`config.mk`:
```
export PLATFORM = sky130hd
export DESIGN_NAME = seq_match_monitor
export DESIGN_NICKNAME = d
export VERILOG_FILES = /design/src/rtl/seq_det_pkg.sv /design/src/rtl/sat_counter.sv /design/src/rtl/seq_match_monitor.sv
export SDC_FILE = /design/constraint.sdc
export NUM_CORES = 1
export LEC_CHECK = 0
export BUFFER_PORTS_ARGS = -buffer_cell sky130_fd_sc_hd__buf_4
export CAP_MARGIN = 40
export CORE_ASPECT_RATIO = 0.7
export CORE_MARGIN = 10
export CORE_UTILIZATION = 56
export CTS_BUF_LIST = sky130_fd_sc_hd__clkbuf_8
export DETAILED_ROUTE_END_ITERATION = 6
export PLACE_DENSITY_LB_ADDON = 0.15
export SLEW_MARGIN = 0
export SYNTH_ARGS = -nofsm -noshare
export SYNTH_HDL_FRONTEND = slang
export SYNTH_HIERARCHICAL = 1
export SYNTH_SLANG_ARGS = --single-unit
```
`constraint.sdc`:
```
create_clock -name clk -period 3.1 [get_ports clk]
set_input_delay 0.31 -clock clk [delete_from_list [all_inputs] [get_ports clk]]
set_output_delay 0.31 -clock clk [all_outputs]
set_load 0.03 [all_outputs]
```
`src/rtl/seq_det_pkg.sv`:
```
// Shared definitions for the sequence-match monitor: FSM encodings and the
// all-ones constant used for saturation limits and the "no gap seen" marker.
package seq_det_pkg;

    typedef enum logic [1:0] {
        IDLE = 2'd0,
        ARM  = 2'd1,
        RUN  = 2'd2,
        BAD  = 2'd3
    } state_t;

    // Wide enough for any counter width; users slice off the low CNT_W bits.
    localparam int MAX_CNT_W = 64;
    localparam logic [MAX_CNT_W-1:0] ALL_ONES = '1;

endpackage

```
`src/rtl/sat_counter.sv`:
```
// Saturating up-counter with synchronous clear; clear wins over increment,
// and the count sticks at all-ones instead of wrapping.
module sat_counter
    import seq_det_pkg::*;
#(
    parameter int W = 16
) (
    input  logic         clk,
    input  logic         rst,
    input  logic         clr,
    input  logic         inc,
    output logic [W-1:0] q
);

    localparam logic [W-1:0] MAX = ALL_ONES[W-1:0];

    always_ff @(posedge clk or posedge rst) begin
        if (rst) begin
            q <= '0;
        end else if (clr) begin
            q <= '0;
        end else if (inc && (q != MAX)) begin
            q <= q + W'(1);
        end
    end

endmodule

```
`src/rtl/seq_match_monitor.sv`:
```
// Counts detector matches in fixed windows, tracks the total and the smallest
// inter-match gap, and raises a sticky alarm when a window reaches THRESH.
module seq_match_monitor
    import seq_det_pkg::*;
#(
    parameter int CNT_W      = 16,
    parameter int WIN_CYCLES = 1000,
    parameter int THRESH     = 8
) (
    input  logic             clk,
    input  logic             rst,
    input  logic             en,
    input  logic             clr,
    input  logic             det,
    output logic [CNT_W-1:0] total_cnt,
    output logic [CNT_W-1:0] win_cnt,
    output logic             win_valid,
    output logic [CNT_W-1:0] min_gap,
    output logic             alarm,
    output logic [1:0]       state_o
);

    localparam logic [CNT_W-1:0] MAX      = ALL_ONES[CNT_W-1:0];
    localparam logic [CNT_W-1:0] WIN_LAST = CNT_W'(WIN_CYCLES - 1);
    localparam logic [CNT_W-1:0] THRESH_V = CNT_W'(THRESH);

    state_t           state, stateNext;
    logic             active, complete, havePrev;
    logic [CNT_W-1:0] winCur, cycCnt, gapCnt;
    logic [CNT_W-1:0] winLoad, gapPlus;

    assign active   = ((state == ARM) || (state == RUN)) && en;
    assign complete = (state == RUN) && en && (cycCnt == WIN_LAST);
    assign state_o  = state;

    // Window total including a match on the closing cycle itself.
    assign winLoad = (det && (winCur != MAX)) ? winCur + CNT_W'(1) : winCur;
    // The gap register holds cycles elapsed since the last match minus one.
    assign gapPlus = (gapCnt != MAX) ? gapCnt + CNT_W'(1) : gapCnt;

    sat_counter #(.W(CNT_W)) u_total (
        .clk (clk),
        .rst (rst),
        .clr (clr),
        .inc (active && det),
        .q   (total_cnt)
    );

    sat_counter #(.W(CNT_W)) u_window (
        .clk (clk),
        .rst (rst),
        .clr (clr || complete || !active),
        .inc (active && det),
        .q   (winCur)
    );

    sat_counter #(.W(CNT_W)) u_cycle (
        .clk (clk),
        .rst (rst),
        .clr (clr || complete || !active),
        .inc (active && ((state == RUN) || det)),
        .q   (cycCnt)
    );

    sat_counter #(.W(CNT_W)) u_gap (
        .clk (clk),
        .rst (rst),
        .clr (clr || (active && det)),
        .inc (active),
        .q   (gapCnt)
    );

    always_ff @(posedge clk or posedge rst) begin
        if (rst) begin
            state <= IDLE;
        end else begin
            state <= stateNext;
        end
    end

    always_comb begin
        stateNext = state;
        if (clr) begin
            stateNext = en ? ARM : IDLE;
        end else begin
            case (state)
                IDLE:    stateNext = en ? ARM : IDLE;
                ARM:     stateNext = !en ? IDLE : (det ? RUN : ARM);
                RUN:     stateNext = en ? RUN : IDLE;
                default: stateNext = IDLE;
            endcase
        end
    end

    // Window report, alarm and gap statistics; clr overrides everything.
    always_ff @(posedge clk or posedge rst) begin
        if (rst) begin
            win_cnt   <= '0;
            win_valid <= 1'b0;
            alarm     <= 1'b0;
            min_gap   <= MAX;
            havePrev  <= 1'b0;
        end else if (clr) begin
            win_cnt   <= '0;
            win_valid <= 1'b0;
            alarm     <= 1'b0;
            min_gap   <= MAX;
            havePrev  <= 1'b0;
        end else begin
            win_valid <= complete;
            if (complete) begin
                win_cnt <= winLoad;
                if (winLoad >= THRESH_V) begin
                    alarm <= 1'b1;
                end
            end
            if (active && det) begin
                havePrev <= 1'b1;
                if (havePrev && (gapPlus < min_gap)) begin
                    min_gap <= gapPlus;
                end
            end
        end
    end

endmodule

```
==> results of run 1 <==
logic make-up (layout without fill, tap and decap cells):
family,Yosys count,after routing,synth area share
AO/OA/AOI/OAI,171,171,0.155
XOR/XNOR,29,29,0.0379
adder cells (fa/ha/maj),25,25,0.0467
buffers and inverters,77,163,0.0514
flip-flops,101,101,0.381
multiplexers,15,15,0.0241
AND/OR/NAND/NOR,348,348,0.304
sequential cells by signal, summed over array words and instances, names as in the netlist:
name,flops
alarm,1
havePrev,1
min_gap,16
state_o,2
u_cycle/q,16
u_gap/q,16
u_total/q,16
u_window/q,16
win_cnt,16
win_valid,1
metrics by stage:
| stage | area [um2] | TNS, ps | hold WS (ps) | utilization | total power (W) |
|---|---|---|---|---|---|
| 5_1_grt | 8070 | -1220 | 92.4 | 0.691 | 0.00254 |
| 6_report | 8070 | 0 | 38.8 | 0.691 | 0.00246 |
| 4_1_cts | 7740 | 0 | 52.4 | 0.663 | 0.00246 |
| 2_1_floorplan | 6700 | 0 | 224 | - | 0.00146 |
| 3_3_place_gp | 7350 | -15.4 | 454 | 0.629 | 0.00151 |
| 3_5_place_dp | 7380 | -1800 | 470 | 0.632 | 0.00152 |
worst paths after layout:
check,to,cells after the start,from
setup / recovery,min_gap[4],14,u_gap/q[0]
hold / removal,u_total/q[9],2,rst
setup reg to reg,min_gap[4],14,u_gap/q[0]
hold reg to reg,min_gap[7],2,min_gap[7]
max in group asynchronous,min_gap[15],3,rst
min in group clk,state_o[0],2,en
metal layers:
layer / routed length (um) / share of wire
met1: 8530 / 0.44
met2: 8680 / 0.45
met3: 1690 / 0.088
met4: 301 / 0.016
met5: 0 / 0
cell type report:
class	count	area (um2)	area share
inverters	40	150	0.0186
flip-flops and latches	101	2550	0.316
multi-input cells	588	4100	0.508
repair buffers	108	855	0.106
well taps	157	196	0.0243
clock buffers	10	138	0.0171
clock inverters	5	76.3	0.00946
layout by cell type (no fill, tap or decap), drive strengths merged, types with 25 or more instances in the layout:
cell	instances
inv	41
nor4	36
nand2	40
a21oi	77
nor3	25
or4	32
o21ai	26
nand4	31
ha	25
or3	30
nor2	64
nand3	42
dfrtp	85
buf	108
worst reg2reg max path, stage by stage (launching register included):
cell,delay [ps]
dfrtp_2,440
ha_4,190
nand3_4,170
nor4_4,50
buf_4,160
nor3b_2,190
xor2_1,220
ha_1,290
a21o_1,180
a21o_1,190
a21oi_2,170
o2111ai_4,180
buf_6,210
nor4_1,310
a21oi_1,70
power groups by stage:
stage | registers (W) | clock network (W) | logic (W)
floorplan | 0.00137 | 0 | 0.0000925
global placement | 0.00136 | 0 | 0.000147
detailed placement | 0.00136 | 0 | 0.000158
CTS | 0.00134 | 0.000957 | 0.000163
global route | 0.00134 | 0.00101 | 0.000188
finish | 0.00134 | 0.000947 | 0.000172
timing repair:
item / in CTS / in global routing
gates cloned: 1 / 0
resized for setup: 20 / 36
setup buffers: 5 / 15
pin swaps: 4 / 19
endpoints found under the hold margin: 0 / 0
setup endpoints to repair: 16 / 16
==> summary.txt, run 1 <==
Pwr
  • Internal Dissipation: ~0.0018 W
  • Sequential Power Share: 0.544
  • Combinational power share: 0.070
  • Pwr/cell area: between 300 and 400 nW/um2
  • Clk pwr share: 0.386
  • VDD IR-drop max: ~0.24 mV
  • Net Sw Frac: 0.247
  • Lkg Pwr: roughly 3.3 nW
  • Net Sw Power: ~0.00061 W

Yosys
  • FF+latch count, synth: 101
  • Leading area contributor after synthesis: dfrtp_1
  • Synth cell types: 59
  • Share of the synthesized area in the top cell type: 0.318
  • Mapped Nets: just under 800
  • Cells after Synth: 766
  • Top-count cell post-synth: dfrtp_1
  • Post-synthesis sequential area ratio: 0.381
  • Syn. warnings: 6
  • Async set-reset flop share out of synthesis: 1.00
  • Mean post-synth cell area: about 9 um2
  • EDFF count, synth: 0
  • Main synth FF type: dfrtp_1
  • Mapped cell area: about 6700 um2
  • Synth cell count leaders: dfrtp_1 (85), a21oi_1 (77), nor2_1 (64)
  • Top cells by area, synth: dfrtp_1 (32%), dfstp_2 (6.3%), a21oi_1 (5.8%), ha_1 (4.7%), nor2_1 (3.6%)

Critical path
  • Buf/Inv on CP: 2
  • Crit-path max cell delay: 440 ps
  • Critical path, cell by cell: ha_4 > nand3_4 > nor4_4 > buf_4 > nor3b_2 > xor2_1 > ha_1 > a21o_1 > a21o_1 > a21oi_2 > o2111ai_4 > buf_6 > nor4_1 > a21oi_1
  • Worst Setup Start Kind: register
  • R2R setup slack: slightly below 10 ps
  • WP data required: 3410 ps
  • Critical path capture point type: register
  • Arr. time, crit path: approximately 3400 ps
  • Crit-path most repeated cell: a21o_1
  • Slowest-stage cell, CP: dfrtp_2
  • CP top delay family: compound AO/OA/AOI/OAI gates
  • Worst Path Class, Setup: register to register
  • Worst Path Max Fanout: 8

Clock network
  • CTS root buffer: clkbuf_8
  • Cts hold-fix bufs: 0
  • Worst-path clk slew: approximately 100 ps
  • CTS Buf Count: 9
  • CTS tree: built
  • Clock Sinks: between 100 and 150
  • Clk_lat worst skew: 380 ps
  • CTS HTree Levels: 3
  • Deepest clock path buffer count: 2

Placed design
  • DP HPWL: approximately 13000 um
  • Setup WS pre-CTS: -155 ps
  • Port Buffers: 56
  • RD Place Congestion: around 0.94
  • Placed cell count: 973

Layout
  • FILL cells: 893
  • Synthesis-to-layout area growth: 20.6%
  • Layout Cells excl Fill: between 1k and 1.5k
  • Antenna diode count: 0
  • Final net count: approximately 880
  • Fraction of layout cells with a size suffix above 1: 0.239

STA
  • Tmin final: 3090 ps
  • Fin. Hold Viols: 0
  • # setup viols final: 0
  • Fmax: around 0.32 GHz
  • Max-slew headroom: 0.321
  • Period utilization: 0.997
  • Max-slew violations: 0
  • Worst setup margin: between 9 and 10 ps
  • Slew @ Worst Pin: roughly 1000 ps
  • Unrepaired setup endpoints after global routing: yes
  • Layout Skew: roughly 9 ps

GRT
  • Overflow left after global routing: 0
  • Global-route wire length before repair: just over 30000 um
  • Met2 Use GR: 0.325
  • Met1 usage: 0.306
  • Global routing's busiest layer: met2
  • Met3 Use GR: 0.0587
  • Largest net degree at the start of global routing: between 50 and 60
  • Initial antenna violation count: 0
  • Vias in the first global route: a little over 6k
  • Total GRT Usage: 0.217

Detailed routing
  • Post-Route WL: 19200 um
  • DR vias: 6570
  • Post-route DRC violation count: 0
  • Drt pass-1 iters: 5
  • Routed Antenna Nets: 0
  • DRT iter0 DRCs: slightly below 700
  • Vias per cell: between 6 and 7
  • Wire per inst: approximately 19 um

Run
  • Max Cap Violations: 0

Floorplanning
  • I/O pins: 57
  • Placeable core area: approximately 12000 um2
  • Cell row count: 33
  • Starting density of the core: 0.573
  • Die X: approximately 150 um
  • Die span in y: between 100 and 150 um
  • Die area: between 15000 and 20000 um2

Hold path
  • Hold crit path type: input port to async pin

Run status
  • Outcome: complete, no violations
(Power assumes the default switching activity.)
==> inputs of run 2 (changes only) <==
BUFFER_PORTS_ARGS = default   (was -buffer_cell sky130_fd_sc_hd__buf_4)
CORE_UTILIZATION = 60   (was 56)
DONT_BUFFER_PORTS = 1   (was default)
==> summary.txt, run 2 (synthesis gave the netlist of run 1 again) <==
STA
  • Max-slew violations: 0 (unchanged)
  • Tmin final: 3020 ps (was 3090 ps)
  • Layout Skew: 7.69 ps (was 8.76 ps)
  • Max-slew headroom: 0.508 (was 0.321)
  • # setup viols final: 0 (unchanged)
  • Fmax: 0.331 GHz (was 0.324 GHz)
  • Slew @ Worst Pin: 731 ps (was 1010 ps)
  • Fin. Hold Viols: 0 (unchanged)
  • Period utilization: 0.974 (was 0.997)

Run status
  • Outcome: complete, no violations (unchanged)

Detailed routing
  • Post-Route WL: 17800 um (was 19200 um)
  • Vias per cell: 6.57 (was 6.51)
  • Wire per inst: 18.9 um (was 19.0 um)
  • DR vias: 6185 (was 6570)
  • Drt pass-1 iters: 5 (unchanged)
  • Routed Antenna Nets: 0 (unchanged)
  • DRT iter0 DRCs: 528 (was 679)
  • Post-route DRC violation count: 0 (unchanged)

Layout
  • Commonest non-fill, non-tap cell in the layout: dfrtp_1 (was buf_4)
  • Post-layout util: 0.675 (was 0.691)
  • Final net count: 815 (was 878)
  • Fraction of layout cells with a size suffix above 1: 0.157 (was 0.239)
  • Synthesis-to-layout area growth: 10.7% (was 20.6%)
  • Most frequent cells in the layout: dfrtp_1 (84), a21oi_1 (77), nor2_1 (64) (was buf_4 (104), dfrtp_1 (81), a21oi_1 (74), nor2_1 (64), inv_1 (41))
  • Antenna diode count: 0 (unchanged)
  • FILL cells: 892 (was 893)

Floorplanning
  • Cell row count: 32 (was 33)
  • Die area: 15800 um2 (was 16800 um2)
  • Die X: 146 um (was 151 um)
  • I/O pins: 57 (unchanged)
  • Placeable core area: 11000 um2 (was 11700 um2)
  • Starting density of the core: 0.610 (was 0.573)
  • Die span in y: 108 um (was 111 um)

Clock network
  • Deepest clock path buffer count: 2 (unchanged)
  • Worst-path clk slew: 100 ps (about the same)
  • CTS HTree Levels: 3 (unchanged)
  • CTS root buffer: clkbuf_8 (unchanged)
  • CTS tree: built (unchanged)
  • Clk_lat worst skew: 380 ps (about the same)
  • CTS Buf Count: 9 (unchanged)
  • Clock Sinks: 101 (unchanged)

Run
  • Max Cap Violations: 0 (unchanged)

Critical path
  • Crit-path max cell delay: 450 ps (was 440 ps)
  • R2R depth: 12 (was 14)
  • CP top delay family: simple AND/OR/NAND/NOR gates (was compound AO/OA/AOI/OAI gates)
  • Worst Path Class, Setup: register to register (unchanged)
  • Crit-path most repeated cell: a21oi_1 (was a21o_1)
  • Crit. path cell count: 12 (was 14)
  • Worst setup path endpoint: min_gap[14] (was min_gap[4])
  • R2R setup slack: 80 ps (was 10 ps)
  • R2R Path Start: u_gap/q[5] (was u_gap/q[0])
  • Arr. time, crit path: 3320 ps (was 3400 ps)
  • Worst Path Max Fanout: 16 (was 8)
  • Critical path, cell by cell: and4_1 > nand3_2 > nor4_1 > xor2_1 > ha_1 > a21oi_1 > o21ai_0 > nand2_1 > o2111ai_2 > buf_6 > nor4_2 > a21oi_1 (was ha_4 > nand3_4 > nor4_4 > buf_4 > nor3b_2 > xor2_1 > ha_1 > a21o_1 > a21o_1 > a21oi_2 > o2111ai_4 > buf_6 > nor4_1 > a21oi_1)
  • Critical path capture point type: register (unchanged)
  • Buf/Inv on CP: 1 (was 2)
  • WP data required: 3400 ps (was 3410 ps)
  • Worst Setup Start Kind: register (unchanged)
  • Crit. Startpoint: u_gap/q[5] (was u_gap/q[0])
  • RR Endpoint: min_gap[14] (was min_gap[4])
  • Slowest-stage cell, CP: dfrtp_1 (was dfrtp_2)

Pwr
  • Pwr/cell area: 325 nW/um2 (was 304 nW/um2)
  • Power Total: 0.00241 W (was 0.00246 W)
  • Lkg Pwr: 2.93 nW (was 3.28 nW)
  • VDD IR-drop max: 0.236 mV (was 0.235 mV)

GRT
  • Vias in the first global route: 5678 (was 6074)
  • Total GRT Usage: 0.223 (was 0.217)
  • Largest net degree at the start of global routing: 45 (was 53)
  • Initial antenna violation count: 0 (unchanged)
  • Global-route wire length before repair: 29400 um (was 30700 um)
  • Overflow left after global routing: 0 (unchanged)

Placed design
  • Port Buffers: 0 (was 56)
  • RD Place Congestion: 0.908 (was 0.943)
  • DP HPWL: 12800 um (was 13200 um)

Hold path
  • Hold crit path type: input port to register (was input port to async pin)
-- run 2: changes by cell type in the layout (fill, tap and decap cells not counted), sizes merged --
| cell | delta |
|---|---|
| clkbuf | -1 |
| buf | -65 |
| clkinv | +2 |
| clkinvlp | -1 |
| dlygate4sd3 | +2 |
-- run 2: how the worst min path moves through the flow --
stage                    to  depth (start not counted)  from
2_1_floorplan   u_gap/q[10]                          1   rst
3_3_place_gp   u_total/q[9]                          1   rst
3_5_place_dp      win_valid                          1   rst
4_1_cts          state_o[0]                          1    en
5_1_grt          state_o[0]                          1    en
6_report         state_o[0]                          1    en
-- run 2: cell type report --
cell class              instances  area (um2)  area share
clock buffers                   9         124      0.0167
clock inverters                 6        87.6      0.0118
inverters                      40         150      0.0203
multi-input cells             588        3920       0.530
flip-flops and latches        101        2550       0.344
well taps                     153         191      0.0258
repair buffers                 45         383      0.0517
-- run 2: power by group --
part / internal, W / leakage [nW] / total [W] / switching, W
combinational: 0.0000452 / 1.47 / 0.000138 / 0.0000925
clock: 0.000452 / 0.109 / 0.000924 / 0.000472
sequential: 0.00133 / 1.35 / 0.00134 / 0.0000160
-- run 2: through the flow --
stage / setup TNS, ps / instance area, um2 / hold slack (ps) / cells / setup slack [ps]
finish: 0 / 7410 / 45.6 / 942 / 80.9
global route: -513 / 7410 / 30.0 / 942 / -88.9
CTS: 0 / 7250 / 32.5 / 936 / 7.05
detailed placement: -637 / 6980 / 114 / 917 / -60.8
global placement: 0 / 6960 / 293 / 916 / 66.5
floorplan: 0 / 6700 / 224 / 766 / 13.4
-- run 2: repair_timing --
item / in CTS / in global routing
resized for setup: 2 / 19
pin swaps: 1 / 6
hold buffers: 3 / 0
gates cloned: 0 / 0
endpoints found under the hold margin: 115 / 0
setup endpoints to repair: 16 / 16
setup buffers: 1 / 6
-- run 2: worst register-to-register path: stages (launching register included) --
cell       delay, ps
dfrtp_1          450
and4_1           250
nand3_2          170
nor4_1           360
xor2_1           310
ha_1             320
a21oi_1          140
o21ai_0          120
nand2_1          100
o2111ai_2        150
buf_6            200
nor4_2           300
a21oi_1           80
-- run 2: metal layers --
layer / global-route usage / share of wire / vias up / routed length, um
li1: - / - / 2910 / -
met1: 0.312 / 0.46 / 2990 / 8240
met2: 0.337 / 0.43 / 269 / 7730
met3: 0.0689 / 0.097 / 16 / 1730
met4: 0.0442 / 0.0083 / 0 / 148
met5: 0 / 0 / - / 0
==> inputs of run 3 (changes only) <==
PLACE_DENSITY = 0.79   (was default)
PLACE_DENSITY_LB_ADDON = default   (was 0.15)
==> summary.txt, run 3 (synthesis gave the netlist of run 1 again) <==
Pwr
  • Net Sw Power: 0.000631 W (was 0.000581 W)
  • Pwr/cell area: 307 nW/um2 (was 325 nW/um2)
  • Lkg Pwr: 3.05 nW (was 2.93 nW)
  • Internal Dissipation: 0.00176 W (was 0.00183 W)
  • VDD IR-drop max: 0.209 mV (was 0.236 mV)
  • Clk pwr share: 0.381 (was 0.384)
  • Combinational power share: 0.057 (about the same)
  • Sequential Power Share: 0.562 (was 0.559)
  • Net Sw Frac: 0.264 (was 0.241)

Layout
  • Register area: 2550 um2 (about the same)
  • Fraction of layout cells with a size suffix above 1: 0.202 (was 0.157)
  • Antenna diode count: 0 (unchanged)
  • Post-route cell area: 7800 um2 (was 7410 um2)
  • FILL cells: 800 (was 892)
  • Final net count: 828 (was 815)
  • Area of the multi-input gates: 4210 um2 (was 3920 um2)
  • Commonest non-fill, non-tap cell in the layout: dfrtp_1 (unchanged)
  • Synthesis-to-layout area growth: 16.6% (was 10.7%)
  • Post-layout util: 0.711 (was 0.675)
  • Most frequent cells in the layout: dfrtp_1 (83), a21oi_1 (73), nor2_1 (64), buf_4 (51) (was dfrtp_1 (84), a21oi_1 (77), nor2_1 (64))

Critical path
  • WP data required: 3420 ps (was 3400 ps)
  • CP top delay family: simple AND/OR/NAND/NOR gates (unchanged)
  • Slowest-stage cell, CP: dfrtp_1 (unchanged)
  • Crit-path max cell delay: 410 ps (was 450 ps)
  • Critical path capture point type: register (unchanged)
  • Critical path, cell by cell: buf_4 > and3_1 > nand3_1 > nor4_4 > xor2_2 > ha_1 > and4_1 > nand2_1 > o2111ai_4 > buf_12 > nor4_4 > a21oi_2 (was and4_1 > nand3_2 > nor4_1 > xor2_1 > ha_1 > a21oi_1 > o21ai_0 > nand2_1 > o2111ai_2 > buf_6 > nor4_2 > a21oi_1)
  • Worst Path Max Fanout: 8 (was 16)
  • Buf/Inv on CP: 2 (was 1)
  • Worst Path Class, Setup: register to register (unchanged)
  • Worst Setup Start Kind: register (unchanged)
  • Arr. time, crit path: 3660 ps (was 3320 ps)
  • Crit-path most repeated cell: nor4_4 (was a21oi_1)

Floorplanning
  • Die span in y: 108 um (unchanged)
  • Cell row count: 32 (unchanged)
  • Placeable core area: 11000 um2 (unchanged)
  • Die X: 146 um (unchanged)
  • Die area: 15800 um2 (unchanged)
  • Starting density of the core: 0.610 (unchanged)
  • I/O pins: 57 (unchanged)

Placed design
  • Port Buffers: 0 (unchanged)
  • Placed cell area: 6950 um2 (was 6980 um2)
  • DP HPWL: 13000 um (was 12800 um)
  • RD Place Congestion: 0.928 (was 0.908)

STA
  • Max-slew violations: 0 (unchanged)
  • Tmin final: 3350 ps (was 3020 ps)
  • Worst setup margin: -247 ps (was 80.9 ps)
  • Period utilization: 1.08 (was 0.974)
  • Slew @ Worst Pin: 766 ps (was 731 ps)
  • Hold WS: 42.4 ps (was 45.6 ps)
  • Fmax: 0.299 GHz (was 0.331 GHz)
  • Unrepaired setup endpoints after global routing: yes
  • # setup viols final: 16 (was 0)
  • Layout Skew: 14.3 ps (was 7.69 ps)
  • Max-slew headroom: 0.489 (was 0.508)
  • Fin. Hold Viols: 0 (unchanged)

Detailed routing
  • DR vias: 6606 (was 6185)
  • Post-route DRC violation count: 4 (was 0)
  • Post-Route WL: 20400 um (was 17800 um)
  • DRT iter0 DRCs: 817 (was 528)
  • Drt pass-1 iters: 7 (was 5)
  • Vias per cell: 6.91 (was 6.57)
  • Wire per inst: 21.3 um (was 18.9 um)
  • Routed Antenna Nets: 0 (unchanged)

Run
  • Max Cap Violations: 0 (unchanged)

Clock network
  • Clk_lat worst skew: 390 ps (was 380 ps)
  • CTS HTree Levels: 3 (unchanged)
  • CTS Buf Count: 9 (unchanged)
  • Deepest clock path buffer count: 2 (unchanged)
  • CTS tree: built (unchanged)
  • CTS root buffer: clkbuf_8 (unchanged)
  • Clock Sinks: 101 (unchanged)
  • Worst-path clk slew: 110 ps (was 100 ps)

Run status
  • Outcome: complete, but fails checks (was complete, no violations)
  • Failing checks: design-rule violations, negative setup slack

GRT
  • Global-route wire length before repair: 29500 um (was 29400 um)
  • Total GRT Usage: 0.223 (about the same)
  • Largest net degree at the start of global routing: 44 (was 45)
  • Initial antenna violation count: 0 (unchanged)
  • Overflow left after global routing: 0 (unchanged)
  • Vias in the first global route: 5648 (was 5678)

Hold path
  • Hold crit path type: input port to register (unchanged)
==> run 3: metal layers <==
| layer | part of all wire | up-vias | global-route usage |
|---|---|---|---|
| met1 | 0.41 | 3163 | 0.315 |
| met2 | 0.44 | 401 | 0.340 |
| met4 | 0.039 | 0 | 0.0484 |
| li1 | - | 2956 | - |
| met3 | 0.10 | 86 | 0.0559 |
| met5 | 0 | - | 0 |
==> run 3: final timing paths <==
kind / from / endpoint / slack, ps / cells after the start
setup / recovery: u_gap/q[12] / min_gap[5] / -250 / 12
hold / removal: en / state_o[0] / 40 / 1
setup reg to reg: u_gap/q[12] / min_gap[5] / -250 / 12
hold reg to reg: havePrev / havePrev / 570 / 2
max in group asynchronous: rst / state_o[1] / 1710 / 3
min in group asynchronous: rst / u_total/q[9] / 570 / 2
==> run 3: worst reg2reg max path: stages, from the launching register on <==
cell and delay, ps:
dfrtp_1 410, buf_4 180, and3_1 240, nand3_1 170, nor4_4 350, xor2_2 320, ha_1 320, and4_1 240
nand2_1 210, o2111ai_4 220, buf_12 250, nor4_4 310, a21oi_2 70
==> run 3: stage by stage <==
step	std cells	total power (W)	setup TNS (ps)	setup slack, ps
finish	956	0.00240	-2840	-247
floorplan	766	0.00146	0	13.4
global route	956	0.00248	-3980	-337
global placement	915	0.00148	0	2.98
CTS	937	0.00240	0	14.0
detailed placement	915	0.00148	-2160	-167
==> run 3: power groups by stage <==
stage               sequential (W)  clock, W  combinational (W)
floorplan                  0.00137         0          0.0000925
global placement           0.00137         0           0.000107
detailed placement         0.00137         0           0.000112
CTS                        0.00135  0.000926           0.000128
global route               0.00135  0.000985           0.000150
finish                     0.00135  0.000913           0.000137
==> run 3: cell type report <==
type                       instances  share of cell area
clock inverter                     7              0.0111
timing repair buffer              57              0.0632
sequential                       101               0.327
tap                              153              0.0245
inverter                          40              0.0192
multi-input combinational        589               0.539
clock buffer                       9              0.0159
==> run 3: what timing repair did <==
action | in CTS | in global routing
resized for setup | 13 | 54
hold endpoints to repair | 98 | 0
endpoints found under the setup margin | 16 | 16
pin swaps | 2 | 25
setup buffers | 4 | 19
cloned | 0 | 2
hold buffers | 2 | 0
